[config.mk]
export PLATFORM = sky130hd
export DESIGN_NAME = i2c_target_regfile
export DESIGN_NICKNAME = d
export VERILOG_FILES = /design/src/rtl/i2c_pkg.sv /design/src/rtl/i2c_line_filter.sv /design/src/rtl/i2c_target_regfile.sv
export SDC_FILE = /design/constraint.sdc
export NUM_CORES = 1
export LEC_CHECK = 0
export BUFFER_PORTS_ARGS = -buffer_cell sky130_fd_sc_hd__clkbuf_2
export CAP_MARGIN = 0
export CORE_UTILIZATION = 63
export DETAILED_ROUTE_END_ITERATION = 6
export GPL_ROUTABILITY_DRIVEN = 0
export GPL_TIMING_DRIVEN = 0
export HOLD_SLACK_MARGIN = 0.08
export PLACE_DENSITY = 0.79
export SYNTH_ARGS = -nofsm -noshare
export SYNTH_HDL_FRONTEND = slang
export SYNTH_SLANG_ARGS = --single-unit
[constraint.sdc]
create_clock -name Clock -period 2.4 [get_ports Clock]
set_input_delay 0.24 -clock Clock [delete_from_list [all_inputs] [get_ports Clock]]
set_output_delay 0.24 -clock Clock [all_outputs]
set_load 0.02 [all_outputs]
[src/rtl/i2c_pkg.sv]
// ============================================================================
// Module   : i2c_pkg
// Brief    : Shared types and constants for the I2C target register file.
// Revision : 1.0
// ============================================================================
`default_nettype none

package i2c_pkg;

    localparam int unsigned BITCNT_W = 3;

    localparam logic I2C_ACK  = 1'b0;
    localparam logic I2C_NACK = 1'b1;

    typedef enum logic [3:0] {
        ST_IDLE      = 4'd0,
        ST_ADDR      = 4'd1,
        ST_ADDR_ACK  = 4'd2,
        ST_PTR       = 4'd3,
        ST_PTR_ACK   = 4'd4,
        ST_WDATA     = 4'd5,
        ST_WDATA_ACK = 4'd6,
        ST_RDATA     = 4'd7,
        ST_RDATA_ACK = 4'd8
    } i2c_state_e;

endpackage

`default_nettype wire

[src/rtl/i2c_line_filter.sv]
// ============================================================================
// Module   : i2c_line_filter
// Brief    : 2-flop synchroniser, FILTER_LEN-sample glitch filter, edge pulses.
// Revision : 1.0
// ============================================================================
`default_nettype none

module i2c_line_filter #(
    parameter int FILTER_LEN = 3
) (
    input  logic clk_i,
    input  logic rst_i,
    input  logic line_i,
    output logic level_o,
    output logic rise_o,
    output logic fall_o
);

    localparam int CNT_W = (FILTER_LEN > 1) ? $clog2(FILTER_LEN) : 1;

    logic [1:0]       sync_q;
    logic             filt_q;
    logic             filt_d;
    logic             prev_q;
    logic [CNT_W-1:0] cnt_q;
    logic [CNT_W-1:0] cnt_d;

    always_ff @(posedge clk_i) begin
        if (rst_i) begin
            sync_q <= 2'b11;
            filt_q <= 1'b1;
            prev_q <= 1'b1;
            cnt_q  <= '0;
        end else begin
            sync_q <= {sync_q[0], line_i};
            filt_q <= filt_d;
            prev_q <= filt_q;
            cnt_q  <= cnt_d;
        end
    end

    // The level flips on the FILTER_LEN-th consecutive differing sample.
    always_comb begin
        filt_d = filt_q;
        cnt_d  = '0;
        if (sync_q[1] != filt_q) begin
            if (cnt_q == CNT_W'(FILTER_LEN - 1)) begin
                filt_d = sync_q[1];
            end else begin
                cnt_d = cnt_q + 1'b1;
            end
        end
    end

    assign level_o = filt_q;
    assign rise_o  = filt_q & ~prev_q;
    assign fall_o  = ~filt_q & prev_q;

endmodule

`default_nettype wire

[src/rtl/i2c_target_regfile.sv]
// ============================================================================
// Module   : i2c_target_regfile
// Brief    : I2C target serving a byte register file with pointer auto-increment.
//            General-call support is enabled by defining I2C_TARGET_GENCALL_EN.
// Revision : 1.0
// ============================================================================
`default_nettype none

module i2c_target_regfile #(
    parameter logic [6:0] DEV_ADDR   = 7'h39,
    parameter int         REG_AW     = 4,
    parameter int         FILTER_LEN = 3
) (
    input  logic              Clock,
    input  logic              Reset,
    input  logic              SCL_In,
    input  logic              SDA_In,
    output logic              SDA_Oe,
    output logic              Wr_Strobe,
    output logic [REG_AW-1:0] Wr_Addr,
    output logic [7:0]        Wr_Data,
`ifdef I2C_TARGET_GENCALL_EN
    output logic              Gencall_Strobe,
`endif
    output logic              Busy
);

    import i2c_pkg::*;

    localparam int NREG = 2 ** REG_AW;
`ifdef I2C_TARGET_GENCALL_EN
    localparam bit GENCALL_EN = 1'b1;
`else
    localparam bit GENCALL_EN = 1'b0;
`endif

    logic w_scl, w_scl_rise, w_scl_fall;
    logic w_sda, w_sda_rise, w_sda_fall;
    logic w_start, w_stop, w_last, w_commit;
    logic [7:0] w_byte;

    i2c_state_e          state_q, state_d;
    logic [BITCNT_W-1:0] bitcnt_q, bitcnt_d;
    logic [7:0]          shift_q, shift_d;
    logic                rw_q, rw_d;
    logic                gc_q, gc_d;
    logic [REG_AW-1:0]   ptr_q, ptr_d;
    logic                sda_oe_q, sda_oe_d;
    logic                wr_pend_q, wr_pend_d;
    logic [REG_AW-1:0]   wr_addr_q, wr_addr_d;
    logic [7:0]          wr_data_q, wr_data_d;
    logic [7:0]          regs_q [NREG];

    i2c_line_filter #(.FILTER_LEN(FILTER_LEN)) u_scl_filt (
        .clk_i   (Clock),
        .rst_i   (Reset),
        .line_i  (SCL_In),
        .level_o (w_scl),
        .rise_o  (w_scl_rise),
        .fall_o  (w_scl_fall)
    );

    i2c_line_filter #(.FILTER_LEN(FILTER_LEN)) u_sda_filt (
        .clk_i   (Clock),
        .rst_i   (Reset),
        .line_i  (SDA_In),
        .level_o (w_sda),
        .rise_o  (w_sda_rise),
        .fall_o  (w_sda_fall)
    );

    assign w_start = w_sda_fall & w_scl;
    assign w_stop  = w_sda_rise & w_scl;
    assign w_byte  = {shift_q[6:0], w_sda};
    assign w_last  = &bitcnt_q;
    // A received byte is committed one cycle later so a coincident STOP can veto it.
    assign w_commit = wr_pend_q & ~w_stop & ~Reset;

    always_ff @(posedge Clock) begin
        if (Reset) begin
            state_q <= ST_IDLE;
        end else begin
            state_q <= state_d;
        end
    end

    always_ff @(posedge Clock) begin
        if (Reset) begin
            bitcnt_q  <= '0;
            shift_q   <= '0;
            rw_q      <= 1'b0;
            gc_q      <= 1'b0;
            ptr_q     <= '0;
            sda_oe_q  <= 1'b0;
            wr_pend_q <= 1'b0;
            wr_addr_q <= '0;
            wr_data_q <= '0;
            for (int i = 0; i < NREG; i++) begin
                regs_q[i] <= '0;
            end
        end else begin
            bitcnt_q  <= bitcnt_d;
            shift_q   <= shift_d;
            rw_q      <= rw_d;
            gc_q      <= gc_d;
            ptr_q     <= ptr_d;
            sda_oe_q  <= sda_oe_d;
            wr_pend_q <= wr_pend_d;
            wr_addr_q <= wr_addr_d;
            wr_data_q <= wr_data_d;
            if (w_commit) begin
                regs_q[wr_addr_q] <= wr_data_q;
            end
        end
    end

    // Bit counter is 3 bits wide, so the increment on the 8th rise wraps it to 0.
    always_comb begin
        state_d   = state_q;
        bitcnt_d  = bitcnt_q;
        shift_d   = shift_q;
        rw_d      = rw_q;
        gc_d      = gc_q;
        ptr_d     = ptr_q;
        wr_pend_d = 1'b0;
        wr_addr_d = wr_addr_q;
        wr_data_d = wr_data_q;
        if (w_commit) begin
            ptr_d = wr_addr_q + 1'b1;
        end
        if (w_stop) begin
            state_d = ST_IDLE;
        end else if (w_start) begin
            state_d  = ST_ADDR;
            bitcnt_d = '0;
            gc_d     = 1'b0;
        end else if (w_scl_rise) begin
            case (state_q)
                ST_ADDR: begin
                    shift_d  = w_byte;
                    bitcnt_d = bitcnt_q + 1'b1;
                    if (w_last) begin
                        if (w_byte[7:1] == DEV_ADDR) begin
                            state_d = ST_ADDR_ACK;
                            rw_d    = w_byte[0];
                        end else if (GENCALL_EN && (w_byte == 8'h00)) begin
                            state_d = ST_ADDR_ACK;
                            rw_d    = 1'b0;
                            gc_d    = 1'b1;
                        end else begin
                            state_d = ST_IDLE;
                        end
                    end
                end
                ST_ADDR_ACK: begin
                    if (rw_q) begin
                        state_d = ST_RDATA;
                        shift_d = regs_q[ptr_q];
                    end else begin
                        state_d = ST_PTR;
                    end
                end
                ST_PTR: begin
                    shift_d  = w_byte;
                    bitcnt_d = bitcnt_q + 1'b1;
                    if (w_last) begin
                        state_d = ST_PTR_ACK;
                        if (!gc_q) begin
                            ptr_d = w_byte[REG_AW-1:0];
                        end
                    end
                end
                ST_PTR_ACK: begin
                    state_d = ST_WDATA;
                end
                ST_WDATA: begin
                    shift_d  = w_byte;
                    bitcnt_d = bitcnt_q + 1'b1;
                    if (w_last) begin
                        if (gc_q) begin
                            state_d = ST_IDLE;
                        end else begin
                            state_d   = ST_WDATA_ACK;
                            wr_pend_d = 1'b1;
                            wr_addr_d = ptr_q;
                            wr_data_d = w_byte;
                        end
                    end
                end
                ST_WDATA_ACK: begin
                    state_d = ST_WDATA;
                end
                ST_RDATA: begin
                    shift_d  = {shift_q[6:0], 1'b0};
                    bitcnt_d = bitcnt_q + 1'b1;
                    if (w_last) begin
                        state_d = ST_RDATA_ACK;
                        ptr_d   = ptr_q + 1'b1;
                    end
                end
                ST_RDATA_ACK: begin
                    if (w_sda == I2C_ACK) begin
                        state_d = ST_RDATA;
                        shift_d = regs_q[ptr_q];
                    end else begin
                        state_d = ST_IDLE;
                    end
                end
                default: begin
                    state_d = ST_IDLE;
                end
            endcase
        end
    end

    // SDA changes only after SCL has fallen; ACK slots pull low, read bits drive the MSB.
    always_comb begin
        sda_oe_d = sda_oe_q;
        if (w_start || w_stop) begin
            sda_oe_d = 1'b0;
        end else if (w_scl_fall) begin
            case (state_q)
                ST_ADDR_ACK, ST_PTR_ACK, ST_WDATA_ACK: sda_oe_d = 1'b1;
                ST_RDATA:                              sda_oe_d = ~shift_q[7];
                default:                               sda_oe_d = 1'b0;
            endcase
        end
        Busy = (state_q != ST_IDLE) && (state_q != ST_ADDR);
    end

    assign SDA_Oe    = sda_oe_q;
    assign Wr_Strobe = w_commit;
    assign Wr_Addr   = wr_addr_q;
    assign Wr_Data   = wr_data_q;

`ifdef I2C_TARGET_GENCALL_EN
    logic gc_strobe_q;

    always_ff @(posedge Clock) begin
        if (Reset) begin
            gc_strobe_q <= 1'b0;
        end else begin
            gc_strobe_q <= gc_q && (state_q == ST_PTR) && w_scl_rise && w_last
                           && !w_start && !w_stop;
        end
    end

    assign Gencall_Strobe = gc_strobe_q;
`endif

endmodule

`default_nettype wire

==> impl_metrics.py <==
metrics = {
    "status": {
        "status": "complete, no violations",
    },
    "timing": {
        "min_period_over_period": 0.927,
        "timing.fmax_ghz": 0.450,
        "rsz0062_at_grt": "no",
        "worstMarginPinSlew_ps": 689,
        "max_slew_margin": 0.536,
        "period_needed_ps": 2220,
        "worst_clock_skew_ps": 6.29,
        "finalHoldViolCount": 0,
        "fin_setup_tns_ps": 0,
        "finalMaxSlewViolations": 0,
        "setup_violations": 0,
    },
    "drt": {
        "drt-total-wl_microns": 19600,
        "viasPerCell": 6.10,
        "drc": 0,
        "routed-via-count": 5651,
        "drt-pass1-iter-count": 5,
        "ant_nets": 0,
        "wl_per_cell_microns": 21.1,
        "drt_iter0_markers": 545,
    },
    "floorplanning": {
        "die_area_sq_mm": 0.0137,
        "row_count": 41,
        "initial_core_util": 0.652,
        "fp.coreArea_sq_mm": 0.0128,
        "die_h_microns": 117,
        "pin_count": 19,
        "chipWidth_microns": 117,
    },
    "final_layout": {
        "layout-area-overhead-vs-synth_pct": 10.9,
        "antenna_cells": 0,
        "nNetsFinal": 754,
        "final_util": 0.723,
        "drive_above_1_share": 0.135,
    },
    "logic_synthesis": {
        "synthTopCellsByArea": "edfxtp_1 46%, dfxtp_1 11%, and2_1 9.8%, mux2i_1 9.3%, o22ai_1 2.0%",
        "synth_flop_cell": "edfxtp_1",
        "syn_nets": 720,
        "seq_area_frac_synth": 0.572,
        "ys_ff_latch": 174,
        "async_flop_share": 0,
        "syn_inst": 707,
        "synth_largest_area_cell": "edfxtp_1",
        "yosysWarnings": 0,
        "syn_area_per_cell_sq_um": 11.8,
        "synth_top_area_share": 0.462,
        "syn_area_sq_mm": 0.00833,
        "synth_edf_count": 128,
        "ys_types": 56,
    },
    "hold_path": {
        "hp-class": "in -> reg",
    },
    "clock_tree": {
        "cts-buffers-inserted": 17,
        "clockBufferDepth": 2,
        "cts-root-buf": "clkbuf_16",
        "insertion_delay_ps": 430,
        "cts_setup_buffers": 0,
        "clk_pin_slew_ps": 60,
        "tritoncts": "built",
        "cts_sinks": 174,
        "htree_levels": 4,
    },
    "global_routing": {
        "grt_max_degree": 17,
        "busiest_layer": "met2",
        "met1_usage": 0.409,
        "antenna_found_initial": 0,
        "grt_use_total": 0.313,
        "grt_overflow_total": 0,
        "gr-usage-met3": 0.0685,
        "grt_pass1_wl_microns": 30300,
        "first_global_vias": 5553,
        "use_met2": 0.508,
    },
    "placement": {
        "port_buffers": 17,
        "dp.final_hpwl_microns": 13700,
    },
    "setup_path": {
        "cp_max_fo": 10,
        "arrival_ps": 2350,
        "rrSetupSlack_ps": 180,
        "startpoint_type": "register",
        "cp_data_required_time_ps": 2530,
        "worstSetupPathType": "reg -> reg",
        "crit_path_end_kind": "register",
    },
    "pwr": {
        "leakage_nw": 3.45,
        "power_density_mw_per_mm2": 674,
        "power_w": 0.00622,
        "vdd_drop_max_uv": 843,
    },
    "job": {
        "cap_violations": 0,
    },
}
==> state kept, by name, summed over array words and instances, names as in the netlist <==
| register | flops |
|---|---|
| u_scl_filt.cnt_q | 2 |
| Wr_Data | 8 |
| state_q | 4 |
| regs_q | 128 |
| u_sda_filt.sync_q | 2 |
| u_scl_filt.prev_q | 1 |
| wr_pend_q | 1 |
| Wr_Addr | 4 |
| u_sda_filt.level_o | 1 |
| u_sda_filt.prev_q | 1 |
| rw_q | 1 |
| shift_q | 8 |
| u_sda_filt.cnt_q | 2 |
| SDA_Oe | 1 |
| ptr_q | 4 |
| bitcnt_q | 3 |
| u_scl_filt.level_o | 1 |
| u_scl_filt.sync_q | 2 |
==> cells in the mapped netlist, types with 5 or more instances <==
cell type,number
nor2_1,43
xnor2_1,5
dfxtp_1,46
nand2b_1,9
o22ai_1,26
nand3_1,6
and2_1,130
nand2_1,15
o21ai_0,8
nor3_1,10
clkbuf_1,40
o41ai_2,6
ha_1,9
mux2i_1,77
o211ai_1,11
inv_1,11
a21oi_1,12
or2_2,21
nor2b_1,6
edfxtp_1,128
buf_2,13
and3_1,14
nor4_1,6
==> stage by stage <==
stage	setup slack (ps)	hold slack [ps]	std cells	cell area, sq um
finish	176	161	926	9240
global route	16.1	175	926	9240
CTS	109	151	930	9240
detailed placement	75.3	398	896	8630
global placement	158	393	896	8630
floorplan	506	344	707	8330
==> cell type report <==
cell class                      count  area, sq um
Clock inverter                     13          164
Timing Repair Buffer               19          105
Fill cell                         884         3540
Buffer                             55          254
Tap cell                          172          215
Multi-Input combinational cell    462         3250
Sequential cell                   174         4770
Inverter                           12         45.0
Clock buffer                       19          433
==> cells by family (layout without fill, tap and decap cells) <==
family / after synthesis / in the layout / share of synthesized area
simple gates: 284 / 284 / 0.201
flops: 174 / 174 / 0.572
compound gates: 84 / 84 / 0.0739
mux: 77 / 77 / 0.0926
buf+inv: 71 / 118 / 0.0376
fa+ha+maj: 10 / 10 / 0.0147
xor+xnor: 7 / 7 / 0.00827
==> metal layers <==
layer	part of all wire	wire (microns)	vias to the layer above
li1	-	-	2599
met1	0.41	8130	2747
met2	0.48	9310	254
met3	0.076	1500	51
met4	0.033	652	0
met5	0	0	-
==> layout by cell type, fill, tap and decap left out, drive strengths merged, types with 15 or more instances in the layout <==
| cell type | Yosys | routed |
|---|---|---|
| dfxtp | 46 | 46 |
| or2 | 21 | 21 |
| buf | 19 | 19 |
| o22ai | 26 | 26 |
| and2 | 130 | 130 |
| edfxtp | 128 | 128 |
| clkbuf | 40 | 72 |
| nor2 | 44 | 44 |
| nand2 | 15 | 15 |
| mux2i | 77 | 77 |
==> repair_timing <==
| item | 4_1_cts | 5_1_grt |
|---|---|---|
| endpoints found under the setup margin | 0 | 48 |
| endpoints found under the hold margin | 2 | 0 |
| hold buffers | 2 | 0 |
| resized for setup | 0 | 5 |
==> report_power, final <==
part           internal [W]  total [W]  switching [W]
logic             0.0000421   0.000138      0.0000955
registers           0.00329    0.00331      0.0000227
clock network       0.00164    0.00277        0.00113
total               0.00497    0.00622        0.00125
==> worst max-delay path, stage by stage, from the launching register on <==
cell,delay [ps]
dfxtp_1,420
nand3b_1,190
nand2_1,160
inv_2,170
buf_2,240
and3_1,180
clkbuf_1,260
or2_2,290
==> final timing paths <==
kind                                                 startpoint                               to  cells after the start
worst min register to register  u_scl_filt.sync_q[0]$_SDFF_PP1_  u_scl_filt.sync_q[1]$_SDFF_PP1_                      1
worst min-delay path                                      Reset  u_sda_filt.sync_q[0]$_SDFF_PP1_                      2
worst max register to register     u_sda_filt.prev_q$_SDFF_PP1_       regs_q[9][3]$_SDFFCE_PN0P_                      7
worst max-delay path               u_sda_filt.prev_q$_SDFF_PP1_       regs_q[9][3]$_SDFFCE_PN0P_                      7
Power figures use the tool's default switching activity.
